**src/rtl/vending_controller_mp.sv**
```systemverilog
// Multi-product vending controller: runtime price table, per-item stock with restock,
// saturating balance and greedy coin-by-coin change return.
module vending_controller_mp #(
  parameter  int N_ITEMS    = 4,
  parameter  int BAL_W      = 8,
  parameter  int STOCK_W    = 4,
  parameter  int MAX_BAL    = 99,
  parameter  int INIT_STOCK = 5,
  localparam int IDX_W      = $clog2(N_ITEMS)
) (
  input  logic                       clk,
  input  logic                       reset,
  input  logic [1:0]                 coin,
  input  logic                       sel_valid,
  input  logic [IDX_W-1:0]           sel_idx,
  input  logic                       cancel,
  input  logic [N_ITEMS*BAL_W-1:0]   price_flat,
  input  logic                       restock_valid,
  input  logic [IDX_W-1:0]           restock_idx,
  input  logic [STOCK_W-1:0]         restock_qty,
  output logic [BAL_W-1:0]           balance,
  output logic                       dispense,
  output logic [IDX_W-1:0]           dispense_idx,
  output logic                       change_valid,
  output logic [1:0]                 change_coin,
  output logic                       coin_reject,
  output logic                       sold_out,
  output logic                       insufficient,
  output logic                       busy
);

  typedef enum logic [1:0] {IDLE, VEND, CHANGE} state_t;

  state_t state, state_nxt;

  logic [BAL_W-1:0]   price [N_ITEMS];
  logic [STOCK_W-1:0] stock [N_ITEMS];
  logic [STOCK_W-1:0] stock_nxt [N_ITEMS];

  logic [BAL_W-1:0] remainder, remainder_nxt;
  logic [BAL_W-1:0] balance_nxt;
  logic [BAL_W-1:0] vend_price, vend_price_nxt;
  logic [IDX_W-1:0] vend_idx, vend_idx_nxt;
  logic [IDX_W-1:0] dispense_idx_nxt;
  logic             dispense_nxt, change_valid_nxt, coin_reject_nxt;
  logic             sold_out_nxt, insufficient_nxt;
  logic [1:0]       change_coin_nxt;

  logic [BAL_W:0]   coin_sum;
  logic [STOCK_W:0] restock_sum;
  logic [BAL_W-1:0] vend_rem;
  logic [1:0]       out_coin;
  logic             taken, sel_ok, restock_ok;

  for (genvar g = 0; g < N_ITEMS; g++) begin : g_price
    assign price[g] = price_flat[g*BAL_W +: BAL_W];
  end

  function automatic logic [BAL_W-1:0] coin_val(input logic [1:0] code);
    case (code)
      2'b01:   return BAL_W'(1);
      2'b10:   return BAL_W'(2);
      2'b11:   return BAL_W'(5);
      default: return BAL_W'(0);
    endcase
  endfunction

  // Largest coin that does not exceed the amount still owed.
  function automatic logic [1:0] pick_coin(input logic [BAL_W-1:0] amt);
    if (amt >= BAL_W'(5))      return 2'b11;
    else if (amt >= BAL_W'(2)) return 2'b10;
    else                       return 2'b01;
  endfunction

  always_ff @(posedge clk or posedge reset) begin
    if (reset) begin
      state        <= IDLE;
      balance      <= '0;
      remainder    <= '0;
      vend_price   <= '0;
      vend_idx     <= '0;
      dispense     <= 1'b0;
      dispense_idx <= '0;
      change_valid <= 1'b0;
      change_coin  <= 2'b00;
      coin_reject  <= 1'b0;
      sold_out     <= 1'b0;
      insufficient <= 1'b0;
      busy         <= 1'b0;
      for (int i = 0; i < N_ITEMS; i++) stock[i] <= STOCK_W'(INIT_STOCK);
    end else begin
      state        <= state_nxt;
      balance      <= balance_nxt;
      remainder    <= remainder_nxt;
      vend_price   <= vend_price_nxt;
      vend_idx     <= vend_idx_nxt;
      dispense     <= dispense_nxt;
      dispense_idx <= dispense_idx_nxt;
      change_valid <= change_valid_nxt;
      change_coin  <= change_coin_nxt;
      coin_reject  <= coin_reject_nxt;
      sold_out     <= sold_out_nxt;
      insufficient <= insufficient_nxt;
      busy         <= (state_nxt != IDLE);
      stock        <= stock_nxt;
    end
  end

  always_comb begin
    state_nxt        = state;
    balance_nxt      = balance;
    remainder_nxt    = remainder;
    vend_price_nxt   = vend_price;
    vend_idx_nxt     = vend_idx;
    stock_nxt        = stock;
    dispense_nxt     = 1'b0;
    dispense_idx_nxt = dispense_idx;
    change_valid_nxt = 1'b0;
    change_coin_nxt  = 2'b00;
    coin_reject_nxt  = 1'b0;
    sold_out_nxt     = 1'b0;
    insufficient_nxt = 1'b0;
    taken            = 1'b0;
    out_coin         = 2'b00;
    vend_rem         = balance - vend_price;
    coin_sum         = {1'b0, balance} + {1'b0, coin_val(coin)};
    restock_sum      = {1'b0, stock[restock_idx]} + {1'b0, restock_qty};
    sel_ok           = ({1'b0, sel_idx} < (IDX_W+1)'(N_ITEMS));
    restock_ok       = ({1'b0, restock_idx} < (IDX_W+1)'(N_ITEMS));

    case (state)
      IDLE: begin
        // A cancel, even with nothing to refund, claims the cycle over a selection.
        if (cancel) begin
          if (balance != '0) begin
            taken            = 1'b1;
            out_coin         = pick_coin(balance);
            balance_nxt      = '0;
            remainder_nxt    = balance - coin_val(out_coin);
            change_valid_nxt = 1'b1;
            change_coin_nxt  = out_coin;
            state_nxt        = CHANGE;
          end
        end else if (sel_valid && sel_ok) begin
          if (stock[sel_idx] == '0) begin
            sold_out_nxt = 1'b1;
          end else if (balance < price[sel_idx]) begin
            insufficient_nxt = 1'b1;
          end else begin
            taken            = 1'b1;
            vend_idx_nxt     = sel_idx;
            vend_price_nxt   = price[sel_idx];
            dispense_nxt     = 1'b1;
            dispense_idx_nxt = sel_idx;
            state_nxt        = VEND;
          end
        end

        if (!taken && restock_valid && restock_ok) begin
          stock_nxt[restock_idx] = restock_sum[STOCK_W] ? '1 : restock_sum[STOCK_W-1:0];
        end

        if (coin != 2'b00) begin
          if (!taken && (coin_sum <= (BAL_W+1)'(MAX_BAL))) balance_nxt = coin_sum[BAL_W-1:0];
          else                                            coin_reject_nxt = 1'b1;
        end
      end

      VEND: begin
        coin_reject_nxt        = (coin != 2'b00);
        stock_nxt[vend_idx]    = stock[vend_idx] - STOCK_W'(1);
        balance_nxt            = '0;
        if (vend_rem != '0) begin
          out_coin         = pick_coin(vend_rem);
          remainder_nxt    = vend_rem - coin_val(out_coin);
          change_valid_nxt = 1'b1;
          change_coin_nxt  = out_coin;
          state_nxt        = CHANGE;
        end else begin
          remainder_nxt = '0;
          state_nxt     = IDLE;
        end
      end

      CHANGE: begin
        coin_reject_nxt = (coin != 2'b00);
        if (remainder != '0) begin
          out_coin         = pick_coin(remainder);
          remainder_nxt    = remainder - coin_val(out_coin);
          change_valid_nxt = 1'b1;
          change_coin_nxt  = out_coin;
        end else begin
          state_nxt = IDLE;
        end
      end

      default: state_nxt = IDLE;
    endcase
  end

endmodule

```
**config.mk**
```make
export PLATFORM = sky130hd
export DESIGN_NAME = vending_controller_mp
export DESIGN_NICKNAME = d
export VERILOG_FILES = /design/src/rtl/vending_controller_mp.sv
export SDC_FILE = /design/constraint.sdc
export NUM_CORES = 1
export LEC_CHECK = 0
export CAP_MARGIN = 20
export CELL_PAD_IN_SITES_DETAIL_PLACEMENT = 1
export CELL_PAD_IN_SITES_GLOBAL_PLACEMENT = 2
export CORE_ASPECT_RATIO = 0.8
export CORE_MARGIN = 10
export CORE_UTILIZATION = 35
export DETAILED_ROUTE_END_ITERATION = 7
export PLACE_DENSITY_LB_ADDON = 0.12
export SLEW_MARGIN = 20
export SYNTH_ARGS = -nofsm -noshare
export SYNTH_HDL_FRONTEND = slang
export SYNTH_SLANG_ARGS = --single-unit
```
**constraint.sdc**
```tcl
create_clock -name clk -period 5.7 [get_ports clk]
set_input_delay 1.425 -clock clk [delete_from_list [all_inputs] [get_ports clk]]
set_output_delay 1.425 -clock clk [all_outputs]
set_load 0.01 [all_outputs]
```
Word level (Yosys, flattened, before mapping)
Cells that the tools add are included.
{ "word_totals": {"out_inout_bits": 18, "inputBits": 47, "word_cells": 170, "reg_bits": 52, "latch_bits": 0, "ramBits": 0, "romBits": 0, "memories": 0} }
{ "op_classes": {"n_addsub": 7, "mux": 92, "reduce_logical": 18, "bitwise_logic": 6, "n_lt_le_gt_ge": 13, "n_eq_ne": 18, "div_mod_pow": 0, "n_shift": 0, "mul": 0} }
{ "ops": {"columns": ["cell", "n"], "rows": [
  ["8-bit 2-to-1 mux", 17],
  ["2-bit 2-to-1 mux", 24],
  ["4-bit 2-to-1 mux", 9],
  ["3-bit case mux with 3 select lines", 4],
  ["16-bit bitwise mux", 2],
  ["16-bit case mux with 2 select lines", 1],
  ["8-bit subtractor", 4],
  ["4-bit binary-select mux with 2-bit select", 3],
  ["8-bit by 2-bit >= comparator with 1-bit output (second input constant)", 3],
  ["8-bit by 3-bit >= comparator with 1-bit output (second input constant)", 3],
  ["8-bit case mux with 3 select lines", 1],
  ["8-bit nonzero test", 3],
  ["1-bit 2-to-1 mux", 22],
  ["2-bit == test (second input constant)", 9],
  ["8-bit binary-select mux with 2-bit select", 1],
  ["4-bit demux with 2-bit select", 2],
  ["16-bit 2-to-1 mux", 1],
  ["8-bit case mux with 2 select lines", 1],
  ["2-bit case mux with 3 select lines", 2],
  ["2-bit by 1-bit == test with 1-bit output (second input constant)", 5],
  ["8-bit by 8-bit adder with 9-bit output", 1],
  ["3-bit >= comparator (second input constant)", 3],
  ["9-bit by 7-bit less-or-equal comparator with 1-bit output (second input constant)", 1],
  ["2-bit inverter with 3-bit output", 3],
  ["other kinds (18)", 29]
]} }

Depth between registers and ports, before layout
Gate-level depths: netlist of run 1.
{ "logic_depth": {"word_depth": 15, "depth_mapped": 19} }

Worst setup path before layout of run 1
OpenSTA, ideal clock, no wires.
{ "synth_path": {"kind": "register -> register", "startpoint": "reg balance[0]", "endpoint": "reg remainder[6]", "setup_slack_ns": 1.491, "required_ns": 5.617, "setup_ns": 0.083, "arrival_ns": 4.126, "stages_incl_launch_ff": 18, "path_buffers": 0, "cell_sequence": "dfrtp_1 inv_1 ha_1 inv_1 fa_1 a211oi_1 or4b_1 nand4_1 a2111oi_2 nand2_1 a21oi_1 o31ai_1 fa_1 a21o_1 a2111oi_0 xnor2_1 a211o_1 o21ai_0"} }
{ "synth_between": {"elab_chain_len": 15, "word_cells_on_any_way": 37, "classes_between": "add/sub (3); order compare (4); eq/ne (7); mux (20); reduce/logical (3)"} }
{ "synth_lines": {"columns": ["element", "line_no", "source"], "rows": [
  ["from (decl)", "21", "output logic [BAL_W-1:0] balance,"],
  ["from (signal assigned)", "93", "balance <= balance_nxt;"],
  ["branches (longest 15 deep; another with 8-bit subtractor)", null, null],
  ["to (signal assigned)", "94", "remainder <= remainder_nxt;"],
  ["to (decl)", "40", "logic [BAL_W-1:0] remainder, remainder_nxt;"]
]} }
Parallel ways; which one is timed is not known. The select of a mux whose other input is x is not followed.
A chain may end at the register's enable or synchronous reset.

Final worst setup path of run 1
Same ends and word-level chain as after synthesis.

==> results.md, run 1 <==
- Layout area overhead: 19.6%
- Final hold violation count: 0
- Netlist cell types: just under 80
- Post-DP HPWL: around 12000 um
- Final Max Tran Viols: 0
- Cts bufs inserted: 5
- CP Max Fanout: 6
- Die area: ~19000 sq um
- Status: complete, no violations
- Setup bufs post-CTS: 0
- First-pass GRT wire length: around 25000 um
- Fin Setup TNS: 0 ns
- Rel. slew slack: 42.9%
- Ant. Diodes: 0
- Worst path slowest cell: a2111oi_4
- I/O pins: 65
- Synthesized area per cell: 9.50 sq um
- Dpl cells: ~720
- Syn Nets: between 500 and 600
- Top delay family on crit path: compound AO/OA/AOI/OAI gates
- Worst hold slack: slightly above 0.5 ns
- Initial antenna violation count: 0
- Number of non-filler instances in the completed layout: around 730
- Top post-synthesis cells by count: dfrtp_1 (44), ha_1 (36), inv_1 (35)
- Crit-path max cell delay: roughly 0.48 ns
- Vias/cell: 5.79
- Number of flops mapped to enable cells by yosys: 0
- RD Place Congestion: between 0.8 and 0.9
- Worst-case clock buffer depth: 2
- Setup violators final: 0
- Worst-Skew Late Latency: slightly above 0.3 ns
- Largest net degree at the start of global routing: 53
- Detailed Routing Iterations Pass 1: 4
- Initial Util: between 30% and 40%
- Yosys top cell by area: dfrtp_1
- Top FF cell, synth: dfrtp_1
- Buffers and inverters on the worst path: 2
- Fill count: between 1500 and 2000
- Share of layout cells above drive strength 1: between 10% and 20%
- Crit path from: balance[0]
- Max-cap violation count: 0
- Iteration-0 DRC count of the detailed router: 292
- H-tree depth: 2
- Synth Warn #: 0
- Core Box Area: 13100 sq um
- Critical path start-end classification: flip-flop to flip-flop
- Post-Syn Area: between 4000 and 5000 sq um
- FMAX: 197 MHz
- Share of flip-flops with an asynchronous set or reset: between 90% and 100%
- Flops & latches, synth: 52
- Vias in the first global route: roughly 4400
- Hold crit path type: flip-flop to flip-flop
- Final core utilization: a little over two fifths
- Count leader, synth: dfrtp_1
- Fin crit share: roughly nine tenths
- Unrepaired setup endpoints after global routing: false
- Antenna-violating nets left: 0
- Synth top area share: between 20% and 30%
- Die width: roughly 150 um
- Total GRT Usage: 17.1%
- CTS Sinks: 52
- Tightest Pin Transition: around 0.85 ns
- Reg2Reg Launch Point: balance[0]
- Syn Inst Count: between 400 and 500
- Worst IR drop on VDD: around 170 uV
- Residual DRC: 0
- Crit path DAT: around 5.3 ns
- CTS tree: yes
- Row Count: 37
- Worst EP required: approximately 5.9 ns
- Wire per inst: between 20 and 25 um
- Leading post-synthesis cells by cell area: dfrtp_1 (23%), ha_1 (9.5%), mux4_2 (7.6%)
- Critical Path Sink Type: flip-flop
- Layout Nets: 644
- Clock slew at reported path FFs: approximately 0.080 ns
- Clock Skew: just over 0.009 ns
- CP Cell Sequence: inv_1 > ha_1 > inv_1 > fa_1 > a211oi_1 > or4b_1 > nand4_1 > a2111oi_4 > nand2_1 > a21oi_1 > o31ai_1 > fa_1 > a21o_1 > a2111oi_0 > xnor2_1 > a211o_1 > o21ai_0
- Pwr Density: between 500 and 600 nW/um^2
- Cts hold-fix bufs: 0
- DRT Wirelength: 15700 um
- Critical path startpoint category: flip-flop
- IO buf count: 64
- Vert. Die Dim: approximately 120 um
- Hold Crit Start: stock[14]
- Root buf cell: clkbuf_16
- Vias: between 4000 and 5000
- P_leak: about 2.3 nW
- Min cycle time layout: between 5 and 6 ns
- GR Overflow Total: 0
- Seq/Total Area, Yosys: 27.8%
final cells by class:
type	count	area, sq um	share of cell area [%]
clock buffer	7	143	2.53
clock inverter	1	7.51	0.133
inverter	36	135	2.39
multi-input combinational	389	3140	55.6
sequential	52	1310	23.2
tap	175	219	3.88
timing repair buffer	71	693	12.3
worst reg2reg max path, cell delays in order (launching register included):
cell       delay, ns
dfrtp_1         0.46
inv_1           0.24
ha_1            0.24
inv_1           0.06
fa_1            0.41
a211oi_1        0.43
or4b_1          0.19
nand4_1         0.20
a2111oi_4       0.48
nand2_1         0.16
a21oi_1         0.22
o31ai_1         0.19
fa_1            0.48
a21o_1          0.19
a2111oi_0       0.40
xnor2_1         0.21
a211o_1         0.30
o21ai_0         0.15
placed cells by master (no fill, tap or decap), types with 9 or more instances in the layout:
| cell | n |
|---|---|
| nor2_1 | 34 |
| a22oi_1 | 12 |
| xnor2_1 | 9 |
| mux4_2 | 16 |
| a21oi_1 | 29 |
| xor2_1 | 15 |
| dfrtp_1 | 44 |
| clkdlybuf4s50_1 | 64 |
| o2bb2ai_1 | 13 |
| nor2b_1 | 13 |
| ha_1 | 36 |
| inv_1 | 34 |
| nand2_1 | 30 |
| o21ai_0 | 33 |
final timing paths:
check / depth (start not counted) / to / slack, ns
worst max-delay path: 17 / remainder[6] / 0.62
worst min-delay path: 1 / stock[14] / 0.50
worst max register to register: 17 / remainder[6] / 0.62
worst min register to register: 1 / stock[14] / 0.50
max in group asynchronous: 3 / change_valid / 3.59
min in group asynchronous: 3 / vend_price[7] / 1.62
what timing repair did:
| item | CTS | global route |
|---|---|---|
| setup endpoints to repair | 0 | 2 |
| gates resized for setup | 0 | 1 |
| endpoints found under the hold margin | 0 | 0 |
where the power goes:
part,internal (mW),total [mW],switching [mW]
Clock,0.176,0.328,0.152
Combinational,0.810,1.86,1.05
Sequential,0.534,0.725,0.191
Total,1.52,2.92,1.40
routing by layer:
| layer | global-route usage (%) | vias up | share of wire (%) |
|---|---|---|---|
| met4 | 4.18 | 0 | 1.1 |
| met3 | 4.06 | 13 | 6.9 |
| met2 | 23.7 | 130 | 40 |
| met5 | 0 | - | 0 |
| met1 | 25.7 | 2093 | 52 |
| li1 | - | 1999 | - |
state kept, by name (all words and copies together) (netlist names), 2 cells and up:
signal,flops
balance,8
change_coin,2
remainder,8
state,2
stock,16
vend_idx,2
vend_price,8
per-stage QoR:
stage / cell area [sq um] / power (mW) / setup slack, ns
2_1_floorplan: 4720 / 2.00 / 1.49
3_3_place_gp: 5490 / 2.52 / 0.513
3_5_place_dp: 5490 / 2.56 / 0.405
4_1_cts: 5640 / 2.91 / 0.458
5_1_grt: 5650 / 3.17 / 0.0611
6_report: 5650 / 2.92 / 0.618
cell families after synthesis:
family          after synthesis  share of synthesized area (%)
simple gates                135                           15.2
flops                        52                           27.8
mux                          21                           8.80
fa+ha+maj                    42                           12.1
xor+xnor                     24                           4.45
buf+inv                      56                           6.01
compound gates              167                           25.7
No activity file was read; power rests on OpenSTA's default activity.
==> run 2: changes to the inputs <==
Settings changed: ABC_AREA from default to 0, ABC_CLOCK_PERIOD_IN_PS from default to 5700, CTS_CLUSTER_SIZE from default to 10.
==> results of run 2 <==
Same layout as run 1: the final DEF is identical, and so are final timing and power.
